File: config.mk
export PLATFORM = sky130hd
export DESIGN_NAME = gprmc_encode
export DESIGN_NICKNAME = d
export VERILOG_FILES = /design/src/rtl/gprmc_encode.sv
export SDC_FILE = /design/constraint.sdc
export NUM_CORES = 1
export LEC_CHECK = 0
export BUFFER_PORTS_ARGS = -buffer_cell sky130_fd_sc_hd__buf_2
export CORE_MARGIN = 2
export CORE_UTILIZATION = 54
export DETAILED_ROUTE_END_ITERATION = 12
export PLACE_DENSITY = 0.77
export SLEW_MARGIN = 20
export SYNTH_ARGS = -nofsm -noshare
export SYNTH_HDL_FRONTEND = slang
export SYNTH_SLANG_ARGS = --single-unit
export TNS_END_PERCENT = 1
File: constraint.sdc
create_clock -name sys_clk -period 2.9 [get_ports sys_clk]
set_input_delay 0.145 -clock sys_clk [delete_from_list [all_inputs] [get_ports sys_clk]]
set_output_delay 0.145 -clock sys_clk [all_outputs]
set_load 0.01 [all_outputs]
File: src/rtl/gprmc_encode.sv
// ============================================================================
//  Module      : gprmc_encode
//  Description : Builds a 34-byte NMEA $GPRMC sentence from a BCD time of day
//                and paces it out byte by byte on the uart_tx pi_data/pi_flag
//                interface.
//  Revision    : 1.0 - initial release
// ============================================================================
`default_nettype none

module gprmc_encode #(
  parameter int CLK_FREQ = 50_000_000,
  parameter int UART_BPS = 9600
) (
  input  logic        sys_clk,
  input  logic        sys_rst_n,
  input  logic        start,
  input  logic [23:0] time_bcd,
  input  logic        fix_valid,
  output logic [7:0]  pi_data,
  output logic        pi_flag,
  output logic        busy,
  output logic        done
);

  // Ten bit times per frame plus one bit of guard, since uart_tx has no ready.
  localparam int BYTE_CYCLES = (CLK_FREQ / UART_BPS) * 11;
  localparam int C_CNT_W     = $clog2(BYTE_CYCLES);

  localparam logic [C_CNT_W-1:0] C_GAP_LOAD = C_CNT_W'(BYTE_CYCLES - 2);
  localparam logic [5:0]         C_LAST_IDX = 6'd33;
  localparam logic [5:0]         C_CS_FIRST = 6'd1;
  localparam logic [5:0]         C_CS_LAST  = 6'd28;

  typedef enum logic [1:0] {
    S_IDLE = 2'd0,
    S_SEND = 2'd1,
    S_GAP  = 2'd2,
    S_DONE = 2'd3
  } state_t;

  state_t               r_state;
  state_t               w_state_nxt;
  logic [5:0]           r_idx;
  logic [5:0]           w_idx_nxt;
  logic [C_CNT_W-1:0]   r_cnt;
  logic [C_CNT_W-1:0]   w_cnt_nxt;
  logic [7:0]           r_csum;
  logic [7:0]           w_csum_nxt;
  logic [23:0]          r_time;
  logic [23:0]          w_time_nxt;
  logic                 r_fix;
  logic                 w_fix_nxt;
  logic [7:0]           w_byte;

  logic [7:0]           r_pi_data;
  logic                 r_pi_flag;
  logic                 r_busy;
  logic                 r_done;

  function automatic logic [7:0] hex_ascii(input logic [3:0] nib);
    hex_ascii = (nib < 4'd10) ? (8'h30 + {4'h0, nib}) : (8'h37 + {4'h0, nib});
  endfunction

  function automatic logic [7:0] digit_ascii(input logic [3:0] nib);
    digit_ascii = 8'h30 + {4'h0, nib};
  endfunction

  // Next-state logic. The checksum absorbs the byte currently on pi_data.
  always_comb begin
    w_state_nxt = r_state;
    w_idx_nxt   = r_idx;
    w_cnt_nxt   = r_cnt;
    w_csum_nxt  = r_csum;
    w_time_nxt  = r_time;
    w_fix_nxt   = r_fix;
    case (r_state)
      S_IDLE: begin
        if (start) begin
          w_state_nxt = S_SEND;
          w_idx_nxt   = 6'd0;
          w_csum_nxt  = 8'h00;
          w_time_nxt  = time_bcd;
          w_fix_nxt   = fix_valid;
        end
      end
      S_SEND: begin
        if ((r_idx >= C_CS_FIRST) && (r_idx <= C_CS_LAST)) begin
          w_csum_nxt = r_csum ^ r_pi_data;
        end
        w_cnt_nxt   = C_GAP_LOAD;
        w_state_nxt = S_GAP;
      end
      S_GAP: begin
        if (r_cnt == '0) begin
          if (r_idx == C_LAST_IDX) begin
            w_state_nxt = S_DONE;
          end else begin
            w_idx_nxt   = r_idx + 6'd1;
            w_state_nxt = S_SEND;
          end
        end else begin
          w_cnt_nxt = r_cnt - 1'b1;
        end
      end
      S_DONE: begin
        w_state_nxt = S_IDLE;
      end
      default: begin
        w_state_nxt = S_IDLE;
      end
    endcase
  end

  // Byte for the index about to be sent; registered so it appears with pi_flag.
  always_comb begin
    w_byte = 8'h00;
    case (w_idx_nxt)
      6'd0:  w_byte = 8'h24;                        // '$'
      6'd1:  w_byte = 8'h47;                        // 'G'
      6'd2:  w_byte = 8'h50;                        // 'P'
      6'd3:  w_byte = 8'h52;                        // 'R'
      6'd4:  w_byte = 8'h4D;                        // 'M'
      6'd5:  w_byte = 8'h43;                        // 'C'
      6'd7:  w_byte = digit_ascii(w_time_nxt[23:20]);
      6'd8:  w_byte = digit_ascii(w_time_nxt[19:16]);
      6'd9:  w_byte = digit_ascii(w_time_nxt[15:12]);
      6'd10: w_byte = digit_ascii(w_time_nxt[11:8]);
      6'd11: w_byte = digit_ascii(w_time_nxt[7:4]);
      6'd12: w_byte = digit_ascii(w_time_nxt[3:0]);
      6'd13: w_byte = 8'h2E;                        // '.'
      6'd14, 6'd15: w_byte = 8'h30;
      6'd17: w_byte = w_fix_nxt ? 8'h41 : 8'h56;   // 'A' / 'V'
      6'd6, 6'd16, 6'd18, 6'd19, 6'd20, 6'd21, 6'd22,
      6'd23, 6'd24, 6'd25, 6'd26, 6'd27: w_byte = 8'h2C;
      6'd28: w_byte = 8'h4E;                        // 'N'
      6'd29: w_byte = 8'h2A;                        // '*'
      6'd30: w_byte = hex_ascii(w_csum_nxt[7:4]);
      6'd31: w_byte = hex_ascii(w_csum_nxt[3:0]);
      6'd32: w_byte = 8'h0D;
      6'd33: w_byte = 8'h0A;
      default: w_byte = 8'h00;
    endcase
  end

  always_ff @(posedge sys_clk or negedge sys_rst_n) begin
    if (!sys_rst_n) begin
      r_state   <= S_IDLE;
      r_idx     <= 6'd0;
      r_cnt     <= '0;
      r_csum    <= 8'h00;
      r_time    <= 24'h000000;
      r_fix     <= 1'b0;
      r_pi_data <= 8'h00;
      r_pi_flag <= 1'b0;
      r_busy    <= 1'b0;
      r_done    <= 1'b0;
    end else begin
      r_state   <= w_state_nxt;
      r_idx     <= w_idx_nxt;
      r_cnt     <= w_cnt_nxt;
      r_csum    <= w_csum_nxt;
      r_time    <= w_time_nxt;
      r_fix     <= w_fix_nxt;
      r_pi_flag <= (w_state_nxt == S_SEND);
      r_busy    <= (w_state_nxt == S_SEND) || (w_state_nxt == S_GAP);
      r_done    <= (w_state_nxt == S_DONE);
      if (w_state_nxt == S_SEND) begin
        r_pi_data <= w_byte;
      end
    end
  end

  assign pi_data = r_pi_data;
  assign pi_flag = r_pi_flag;
  assign busy    = r_busy;
  assign done    = r_done;

endmodule

`default_nettype wire

After elaboration in Yosys (flattened, before gate mapping)
Index checks and enable logic that the tools add are counted.
- logic and storage cells: 98
- output and inout port bits: 11
- register bits: 68
- input bits: 28
- bitwise gates (word level): 1
- magnitude comparators: 4
- muxes and demuxes: 21
- eq/ne operators: 41
- add/sub/neg operators: 12
- reduce and logical (&&, ||, !) cells: 9
- operator list (operator ; number):
    case mux 7 bit (22 select lines) ; 1
    equality test 6 x 5 -> 1 bit (second input constant) ; 16
    adder 6 x 4 -> 7 bit (first input constant) ; 10
    equality test 6 x 4 -> 1 bit (second input constant) ; 8
    two-way mux 24 bit ; 2
    case mux 16 bit (2 select lines) ; 1
    equality test 6 x 3 -> 1 bit (second input constant) ; 4
    equality test 6 bit (second input constant) ; 3
    two-way mux 6 bit ; 3
    zero test 16 bit ; 1
    two-way mux 16 bit ; 1
    two-way mux 8 bit ; 2
    case mux 8 bit (2 select lines) ; 1
    subtractor 16 x 1 -> 16 bit (second input constant) ; 1
    two-way mux 7 bit ; 2
    equality test 6 x 2 -> 1 bit (second input constant) ; 2
    case mux 6 bit (2 select lines) ; 1
    OR reduction 12 bit ; 1
    equality test 2 bit (second input constant) ; 4
    less-than comparator 4 bit (second input constant) ; 2
    case mux 2 bit (4 select lines) ; 1
    bitwise XOR 8 bit ; 1
    adder 6 x 1 -> 6 bit (second input constant) ; 1
    equality test 6 x 1 -> 1 bit (second input constant) ; 1
    other kinds (14) ; 18

Logic depth before layout (Yosys ltp)
Gate-level depths: netlist of run 1.
- word-level depth: 7
- mapped depth: 16
- mapped depth without buffers: 15

Least setup slack after synthesis of run 1
OpenSTA, ideal clock, no wires.
- path kind: register -> register
- start point: register r_idx[0]
- end point: register r_pi_data[1], in the netlist pi_data[1]
- setup slack: -210 ps
- stages on the path, launching flop included: 15
- library setup time: 99 ps
- clock period less this slack: 3110 ps
- arrival time: 3010 ps
- cell sequence: dfrtp_1 buf_2 inv_1 ha_1 and4b_1 a311o_1 or3_1 and2_1 nor2_1 inv_1 ha_1 a21oi_1 a32o_1 a22oi_1 a311oi_1
- longest elaborated chain between the ends: 7
- elaborated cells on any way between the ends: 60
- those cells by class: add/sub (5); order compare (4); eq/ne (35); mux (12); reduce/logical (4)
- ends and longest elaborated chain (what ; RTL line ; RTL):
    start, declared ; 43 ; logic [5:0] r_idx;
    start signal, assigned ; 159 ; r_idx <= w_idx_nxt;
    >= comparator 6 x 1 -> 1 bit / <= comparator 6 x 5 -> 1 bit (equally long branches) ; 87 ; if ((r_idx >= C_CS_FIRST) && (r_idx <= C_CS_LAST)) begin
    logical AND 1 bit (*) ; 87 ;
    two-way mux 8 bit (*) ; 87 ;
    case mux 8 bit (2 select lines) (*) ; 76 ; case (r_state)
    via w_csum_nxt[5] ; 48 ; logic [7:0] w_csum_nxt;
    adder 6 x 4 -> 7 bit / less-than comparator 4 bit (equally long branches) ; 61 ; hex_ascii = (nib < 4'd10) ? (8'h30 + {4'h0, nib}) : (8'h37 + {4'h0, nib});
    two-way mux 7 bit (*) ; 61 ;
    case mux 7 bit (22 select lines) (*) ; 117 ; case (w_idx_nxt)
    end signal, assigned ; 168 ; r_pi_data <= w_byte;
    end, declared ; 55 ; logic [7:0] r_pi_data;
Mark *: on every way through the listed nets, which the timed path passes. The rest lies on a longest branch.
A chain may end at the register's enable or synchronous reset.

Worst setup path in the final report of run 1
- start point: register r_idx[0]
- end point: register r_pi_data[0], in the netlist pi_data[0]
Same word-level chain as after synthesis.

==> results of run 1 <==
report_power, final:
group          total [W]  switching (W)  leakage, nW  internal, W
Combinational    0.00141       0.000836         1.53     0.000576
Clock           0.000909       0.000419        0.114     0.000490
Sequential       0.00143       0.000194        0.810      0.00123
Total            0.00375        0.00145         2.46      0.00230
flip-flops by register name, indices dropped and copies added (netlist names):
name / count
r_idx: 6
r_time: 24
r_state: 2
done: 1
r_csum: 8
pi_flag: 1
r_cnt: 16
r_fix: 1
pi_data: 7
busy: 1
metal layers:
| metal | GRT usage (%) | vias to the layer above | share of wire (%) |
|---|---|---|---|
| li1 | - | 1995 | - |
| met1 | 38.8 | 2100 | 42 |
| met2 | 49.9 | 198 | 48 |
| met3 | 7.08 | 42 | 7.1 |
| met4 | 11.6 | 0 | 3.5 |
| met5 | 0 | - | 0 |
layout make-up:
cell class	count	share of cell area [%]
sequential	67	30.5
inverter	27	1.89
multi-input combinational	371	45.8
clock inverter	7	1.82
timing repair buffer	121	15.4
clock buffer	9	2.25
tap	102	2.32
worst reg2reg max path: cells and delay by family, from the launching register on:
family | cells | cell delay [ns]
adders and majority gates | 1 | 0.11
xor gates and xnor gates | 1 | 0.22
DFF | 1 | 0.44
AOI/OAI and AO/OA | 4 | 1.03
buffers and inverters | 3 | 0.35
and+or+nand+nor | 2 | 0.34
muxes | 1 | 0.31
worst paths after layout:
path	start	end	slack [ns]	depth (start not counted)
max	r_idx[0]	pi_data[0]	-0.0007	12
min	time_bcd[4]	r_time[4]	0.005	3
max reg2reg	r_idx[0]	pi_data[0]	-0.0007	12
min reg2reg	r_time[3]	r_time[3]	0.49	2
max in group asynchronous	sys_rst_n	r_idx[0]	2.03	3
min in group asynchronous	sys_rst_n	r_cnt[10]	0.17	2
synth_stat cells, types with 6 or more instances:
cell type,instances,area [µm²]
clkbuf_1,12,45.0
mux2i_1,7,70.1
a31oi_1,10,62.6
xnor2_1,8,70.1
o21ai_0,20,100
nor3_1,6,30.0
nor2_1,28,105
inv_1,26,97.6
nand2_1,110,413
o211ai_1,8,60.1
a21oi_1,21,105
dfrtp_1,67,1680
nand4_1,8,50.1
nand3_1,16,80.1
ha_1,10,125
nor4_1,7,43.8
stage by stage:
step / utilization, % / setup slack, ns / instances / area (µm²) / setup TNS (ns)
2_1_floorplan: - / 0.00203 / 488 / 4280 / 0
3_3_place_gp: 64.9 / 0.0269 / 670 / 4990 / 0
3_5_place_dp: 64.9 / -0.0806 / 670 / 4990 / -0.153
4_1_cts: 69.3 / -0.0106 / 695 / 5320 / -0.0106
5_1_grt: 71.5 / -0.142 / 704 / 5500 / -0.536
6_report: 71.5 / -0.000708 / 704 / 5500 / -0.000708
kinds of logic (layout without fill, tap and decap cells):
group	after synthesis	after routing	synth area share, %
compound gates	124	124	22.9
xor+xnor	12	12	2.46
fa+ha+maj	10	10	2.93
buf+inv	50	164	4.98
flops	67	67	39.3
mux	11	11	2.70
other cells	1	1	0.0879
simple gates	213	213	24.7
what timing repair did:
item                                    CTS  global route
buffers inserted                          3             9
hold endpoints to repair                 14             0
hold buffers                              6             0
endpoints found under the setup margin    4             8
resized for setup                         9            25
pin swaps                                 8            14
==> metrics.md, run 1 <==
| Metric | Value |
|---|---|
| Result of the run | `complete, but fails checks` |
| Failing checks | `negative setup slack` |
| Most frequent cells in the layout | `109 x nand2_1, 76 x buf_4, 66 x dfrtp_1, 37 x buf_2, 27 x nor2_1` |
| Number of flops mapped to enable cells by yosys | `0` |
| Crit Path Class | `reg2reg` |
| Pin count of the biggest net entering global routing | `34` |
| Least-Margin Pin Slew | `between 0.6 and 0.7 ns` |
| Total of endpoints with negative setup slack in the final report | `1` |
| Leak pwr | `between 2 and 2.5 nW` |
| Crit-path max FO | `3` |
| Wire length of the first global-routing pass | `~20 mm` |
| Area of combinational cells with multiple inputs | `about 0.0025 mm²` |
| Overall fraction of global-route tracks in use | `approximately 30%` |
| Slew HR | `56.0%` |
| Most Frequent Cell on Critical Path | `buf_4` |
| Root Driver | `clkbuf_8` |
| Worst Skew | `between 0.01 and 0.015 ns` |
| Layout filler cell count | `around 570` |
| Most common cell after layout, fill and taps aside | `nand2_1` |
| Post-detailed-route via-to-cell ratio | `6.16` |
| Fmax achieved | `0.345 GHz` |
| Starting utilization of the core area | `between 50% and 60%` |
| Max rail drop VDD | `around 0.36 mV` |
| Antenna diode count | `0` |
| Setup WS post-layout | `-0.000708 ns` |
| Boundary Pins | `39` |
| Wirelength per Cell | `between 15 and 20 µm` |
| Cells traversed along the worst timing path | `inv_4, ha_4, and4b_1, a311oi_2, nand2_1, mux2_4, a22o_1, buf_4, buf_4, xnor2_2, o211ai_1, o32a_1` |
| Share of the yosys chip area belonging to registers | `39.3%` |
| Post-synthesis cell count | `a little under 500` |
| Initial drt markers | `264` |
| Fraction of final layout cells sized beyond drive strength 1 | `about 31%` |
| Total DRC errors in the routed layout | `0` |
| Syn nets | `about 530` |
| Grt ovf | `0` |
| Setup repair after global routing missed its margin | `yes` |
| Die Y-Extent | `roughly 93 µm` |
| Number of warnings printed during yosys synthesis | `0` |
| FF+latch area | `0.00168 mm²` |
| Total design power | `0.00375 W` |
| Worst path bufs/invs | `3` |
| Count of port buffers added during placement | `37` |
| Minimum period implied by the final worst setup slack | `2.90 ns` |
| Final Max Tran Viols | `0` |
| Post-route fraction of the period consumed by the critical path | `100%` |
| Standard-cell row count | `32` |
| CTS buffer count | `9` |
| Length of the first detailed-routing pass in iterations | `5` |
| Total die area | `between 0.008 and 0.009 mm²` |
| Initial antenna violation count | `0` |
| Sink count of the clock tree | `between 60 and 70` |
| Max-capacitance violation count | `0` |
| Sort of element at the end of the critical path | `flip-flop` |
| Number of nets in the finished design | `around 640` |
| Mean cell area of the mapped netlist | `between 8 and 9 µm²` |
| Power density over the cells | `between 600 and 700 mW/mm²` |
| Clock edge transition at the registers on the reported setup and hold paths | `around 0.08 ns` |
| Vias in the first global route | `between 4000 and 5000` |
| Largest stage delay on the critical path | `0.44 ns` |
| Fin. Hold Viols | `0` |
| Detailed-placement wirelength estimate | `8.94 mm` |
| Crit path max-delay cell type | `dfrtp_2` |
| Antenna Violating Nets Remaining | `0` |
| Flip-flop cell with the highest count after synthesis | `dfrtp_1` |
| Wire length after detailed routing | `12.9 mm` |
| Weighted congestion at the end of routability-driven global placement | `0.950` |
| H-tree levels | `3` |
| Core area | `around 0.0077 mm²` |
| HP Class | `in2reg` |
| Clock tree from TritonCTS | `done` |
| Maximum buffer depth of the clock tree | `2` |
| Async set or reset register ratio after synthesis | `100%` |
| #FFs+latches synth | `67` |
| Arrival time of data at the critical path endpoint | `roughly 3.2 ns` |
| Via count | `around 4300` |
| Die Span X | `92.9 µm` |
| Worst Path Required | `3.15 ns` |
| Clock insertion delay at the later pin of the skew report | `0.37 ns` |
| Layout area overhead | `28.9%` |
| Critical Path Source Type | `flip-flop` |
| Post-Route Hold Slack | `between 0.005 and 0.006 ns` |
| Delay-heaviest family, CP | `compound AO/OA/AOI/OAI gates` |
| Post-synthesis instance area | `0.00427 mm²` |
| Post-synthesis cell type count | `86` |
(Power assumes the default switching activity.)
==> run 2, diff against run 1 <==
ABC_AREA = 1   (was not set)
==> run 2 against run 1 <==
The run ends with negative hold slack left; area after synthesis up 3.4%; routed wire length down 16%; first-iteration DRC count up 14%; setup slack better by 0.31 ns; sequential cell count unchanged; critical path type unchanged; highest routed layer unchanged; sequential power down 35%; clock-buffer cell count up 1.
==> metrics.md, run 2 <==
| Metric | Value |
|---|---|
| Fraction of final layout cells sized beyond drive strength 1 | `20.2% (was 31.2%)` |
| Async set or reset register ratio after synthesis | `100% (unchanged)` |
| Final Max Tran Viols | `0 (unchanged)` |
| Number of warnings printed during yosys synthesis | `0 (unchanged)` |
| CTS buffer count | `9 (unchanged)` |
| Crit Path Class | `reg2reg (unchanged)` |
| Total design power | `0.00195 W (was 0.00375 W)` |
| Wire length after detailed routing | `10.8 mm (was 12.9 mm)` |
| Detailed-placement wirelength estimate | `8.24 mm (was 8.94 mm)` |
| Register-to-Register Setup Slack | `0.31 ns (was -0.0007 ns)` |
| Via count | `4181 (was 4335)` |
| Max rail drop VDD | `0.319 mV (was 0.357 mV)` |
| Total DRC errors in the routed layout | `0 (unchanged)` |
| Leak pwr | `2.82 nW (was 2.46 nW)` |
| Share of the yosys chip area belonging to registers | `38.0% (was 39.3%)` |
| Largest regs | `r_time (24), r_cnt (16), r_csum (8) (unchanged)` |
| Least-Margin Pin Slew | `0.838 ns (was 0.657 ns)` |
| Number of flops mapped to enable cells by yosys | `0 (unchanged)` |
| Worst R2R Start | `r_idx[0] (unchanged)` |
| Leading cell type by number of instances after synthesis | `nand2_1 (unchanged)` |
| Clock edge transition at the registers on the reported setup and hold paths | `0.08 ns (about the same)` |
| Arrival time of data at the critical path endpoint | `2.82 ns (was 3.15 ns)` |
| Post-Route Hold Slack | `-0.0509 ns (was 0.00507 ns)` |
| Length of the first detailed-routing pass in iterations | `5 (unchanged)` |
| Flip-flop cell with the highest count after synthesis | `dfrtp_1 (unchanged)` |
| HP Class | `in2async (was in2reg)` |
| Post-synthesis instance area | `0.00441 mm² (was 0.00427 mm²)` |
| Standard-cell row count | `32 (unchanged)` |
| Vias in the first global route | `3904 (was 4120)` |
| Sum of negative setup slack | `0 ns (was -0.000708 ns)` |
| Crit path max-delay cell type | `dfrtp_2 (unchanged)` |
| Die Span X | `94.4 µm (was 92.9 µm)` |
| Post-synthesis cell count | `627 (was 488)` |
| Most flop-heavy register | `r_time (unchanged)` |
| Flip-flop count of the largest register, all copies and words added | `24 (unchanged)` |
| Power density over the cells | `388 mW/mm² (was 681 mW/mm²)` |
| Number of nets in the finished design | `717 (was 635)` |
| Cell taking the most area after synthesis | `dfrtp_1 (unchanged)` |
| Maximum buffer depth of the clock tree | `2 (unchanged)` |
| Root Driver | `clkbuf_8 (unchanged)` |
| Initial drt markers | `302 (was 264)` |
| Total of endpoints with negative setup slack in the final report | `0 (was 1)` |
| Most Frequent Cell on Critical Path | `nand2_1 (was buf_4)` |
| Proportion of netlist area held by the largest area contributor | `38.0% (was 39.3%)` |
| Pin count of the biggest net entering global routing | `68 (was 34)` |
| Fin. Hold Viols | `31 (was 0)` |
| Boundary Pins | `39 (unchanged)` |
| Number of buffers inserted for hold repair after clock tree synthesis | `0 (was 6)` |
| Most frequent cells in the layout | `223 x nand2_1, 65 x dfrtp_1, 64 x inv_1, 58 x nor2_1, 54 x nand3_1 (was 109 x nand2_1, 76 x buf_4, 66 x dfrtp_1, 37 x buf_2, 27 x nor2_1)` |
| Ranking of synthesized cells by area | `dfrtp_1 38%, nand2_1 19%, nand3_1 6.1%, inv_1 5.6%, nor2_1 5.0% (was dfrtp_1 39%, nand2_1 9.7%, ha_1 2.9%, a21oi_1 2.5%, nor2_1 2.5%)` |
| Wire length of the first global-routing pass | `18.6 mm (was 20.4 mm)` |
| #FFs+latches synth | `67 (unchanged)` |
| Post-route cell area | `0.00503 mm² (was 0.00550 mm²)` |
| Minimum period implied by the final worst setup slack | `2.59 ns (was 2.90 ns)` |
| Worst Skew | `0.0106 ns (was 0.0121 ns)` |
| Clock tree from TritonCTS | `done (unchanged)` |
| Layout area overhead | `14.0% (was 28.9%)` |
| Crit-path max FO | `7 (was 3)` |
| Largest stage delay on the critical path | `0.46 ns (was 0.44 ns)` |
| Worst Path Required | `3.14 ns (was 3.15 ns)` |
| Failing checks | `negative hold slack (was negative setup slack)` |
| Net switching power figure | `0.000409 W (was 0.00145 W)` |
| Most common cell after layout, fill and taps aside | `nand2_1 (unchanged)` |
| Result of the run | `complete, but fails checks (unchanged)` |
| Placed Area | `0.00474 mm² (was 0.00499 mm²)` |
| Design internal power | `0.00154 W (was 0.00230 W)` |
| Clock network fraction of design power | `50.3% (was 24.3%)` |
| Fmax achieved | `0.387 GHz (was 0.345 GHz)` |
| Die Y-Extent | `94.4 µm (was 92.9 µm)` |
| Antenna diode count | `0 (unchanged)` |
| Starting utilization of the core area | `56.5% (was 55.5%)` |
| Mean cell area of the mapped netlist | `7.04 µm² (was 8.75 µm²)` |
| Total die area | `0.00891 mm² (was 0.00863 mm²)` |
| Max-capacitance violation count | `0 (unchanged)` |
| Post-synthesis cell type count | `42 (was 86)` |
| Post-route fraction of the period consumed by the critical path | `89.2% (was 100%)` |
| Initial antenna violation count | `0 (unchanged)` |
| Sink count of the clock tree | `67 (unchanged)` |
| Start point of the critical path | `r_idx[0] (unchanged)` |
| Most frequent cells after synthesis | `223 x nand2_1, 67 x dfrtp_1, 66 x inv_1 (was 110 x nand2_1, 67 x dfrtp_1, 28 x nor2_1)` |
| Weighted congestion at the end of routability-driven global placement | `0.980 (was 0.950)` |
| Cells traversed along the worst timing path | `inv_2, ha_1, nor2_1, a21oi_2, nand2_2, nand2_1, nand3_1, nand2_1, inv_1, ha_1, inv_1, nor2_1, nor2_1, nand2_1, nand3_1, nand3_1, o21bai_1, nand2_1 (was inv_4, ha_4, and4b_1, a311oi_2, nand2_1, mux2_4, a22o_1, buf_4, buf_4, xnor2_2, o211ai_1, o32a_1)` |
| Wirelength per Cell | `13.7 µm (was 18.3 µm)` |
| Post-detailed-route via-to-cell ratio | `5.32 (was 6.16)` |
| H-tree levels | `3 (unchanged)` |
| Setup repair after global routing missed its margin | `no (was yes)` |
| Sort of element at the end of the critical path | `flip-flop (unchanged)` |
| Slew HR | `44.1% (was 56.0%)` |
| Count of port buffers added during placement | `37 (unchanged)` |
| Fraction of power spent switching nets | `21.0% (was 38.7%)` |
| Part of the total power dissipated in combinational logic | `1.9% (was 37.7%)` |
| Overall fraction of global-route tracks in use | `26.6% (was 30.3%)` |
| Syn nets | `665 (was 526)` |
| Grt ovf | `0 (unchanged)` |
| Clock insertion delay at the later pin of the skew report | `0.35 ns (was 0.37 ns)` |
| Antenna Violating Nets Remaining | `0 (unchanged)` |
| Critical Path Source Type | `flip-flop (unchanged)` |
| Power share of the sequential group | `47.8% (was 38.1%)` |
| Core area | `0.00781 mm² (was 0.00769 mm²)` |
[run 2: per-stage QoR]
| step | utilization, % | std cells | setup slack [ns] |
|---|---|---|---|
| after global placement | 60.7 | 765 | 0.245 |
| after detailed placement | 60.7 | 765 | 0.153 |
| after global routing | 64.4 | 786 | 0.0154 |
| after floorplan | - | 627 | 0.667 |
| final | 64.4 | 786 | 0.314 |
| after CTS | 63.9 | 781 | 0.112 |
[run 2: power groups by stage]
stage / logic, W / registers [W] / clock network (W)
finish: 0.0000363 / 0.000933 / 0.000983
CTS: 0.0000383 / 0.000933 / 0.000988
global placement: 0.0000378 / 0.000952 / 0
detailed placement: 0.0000383 / 0.000952 / 0
floorplan: 0.00000156 / 0.000952 / 0
global route: 0.0000428 / 0.000933 / 0.00102
[run 2: per-layer routing]
metal,GRT usage [%],part of all wire (%),vias to the layer above
li1,-,-,2077
met1,38.6,47,1914
met2,39.9,43,164
met3,5.75,7.6,26
met4,8.33,1.8,0
met5,0,0,-
[run 2: repair_timing]
action,CTS,global route
resized for setup,0,6
endpoints found under the setup margin,0,4
buffers inserted,0,5
[run 2: kinds of logic after synthesis]
kind of cell             Yosys count  synth area share [%]
flip-flops                        67                  38.0
buffers and inverters             87                  7.60
XOR/XNOR                           6                  1.19
other                              1                0.0850
AND/OR/NAND/NOR                  404                  43.5
multiplexers                       1                 0.227
AO/OA/AOI/OAI                     51                  6.60
adder cells (fa/ha/maj)           10                  2.83
[run 2: area by class of cell]
class                      instances  area, µm²
fill                             684       2780
sequential                        67       1680
clock buffer                      10        138
multi-input combinational        473       2400
tap                              102        128
inverter                          80        302
clock inverter                     6        113
timing repair buffer              48        268
[run 2: worst paths after layout]
| kind | end | depth (start not counted) |
|---|---|---|
| setup / recovery | pi_data[2] | 18 |
| hold / removal | r_cnt[8] | 2 |
| setup reg to reg | pi_data[2] | 18 |
| hold reg to reg | r_time[12] | 2 |
| max in group asynchronous | r_idx[0] | 2 |
| min in group sys_clk | r_time[8] | 3 |
[run 2: worst max-delay path, delay by kind of cell, from the launching register on]
family / cells / cell delay (ns)
flops: 1 / 0.46
compound gates: 2 / 0.36
fa+ha+maj: 2 / 0.33
buf+inv: 3 / 0.24
simple gates: 11 / 1.07
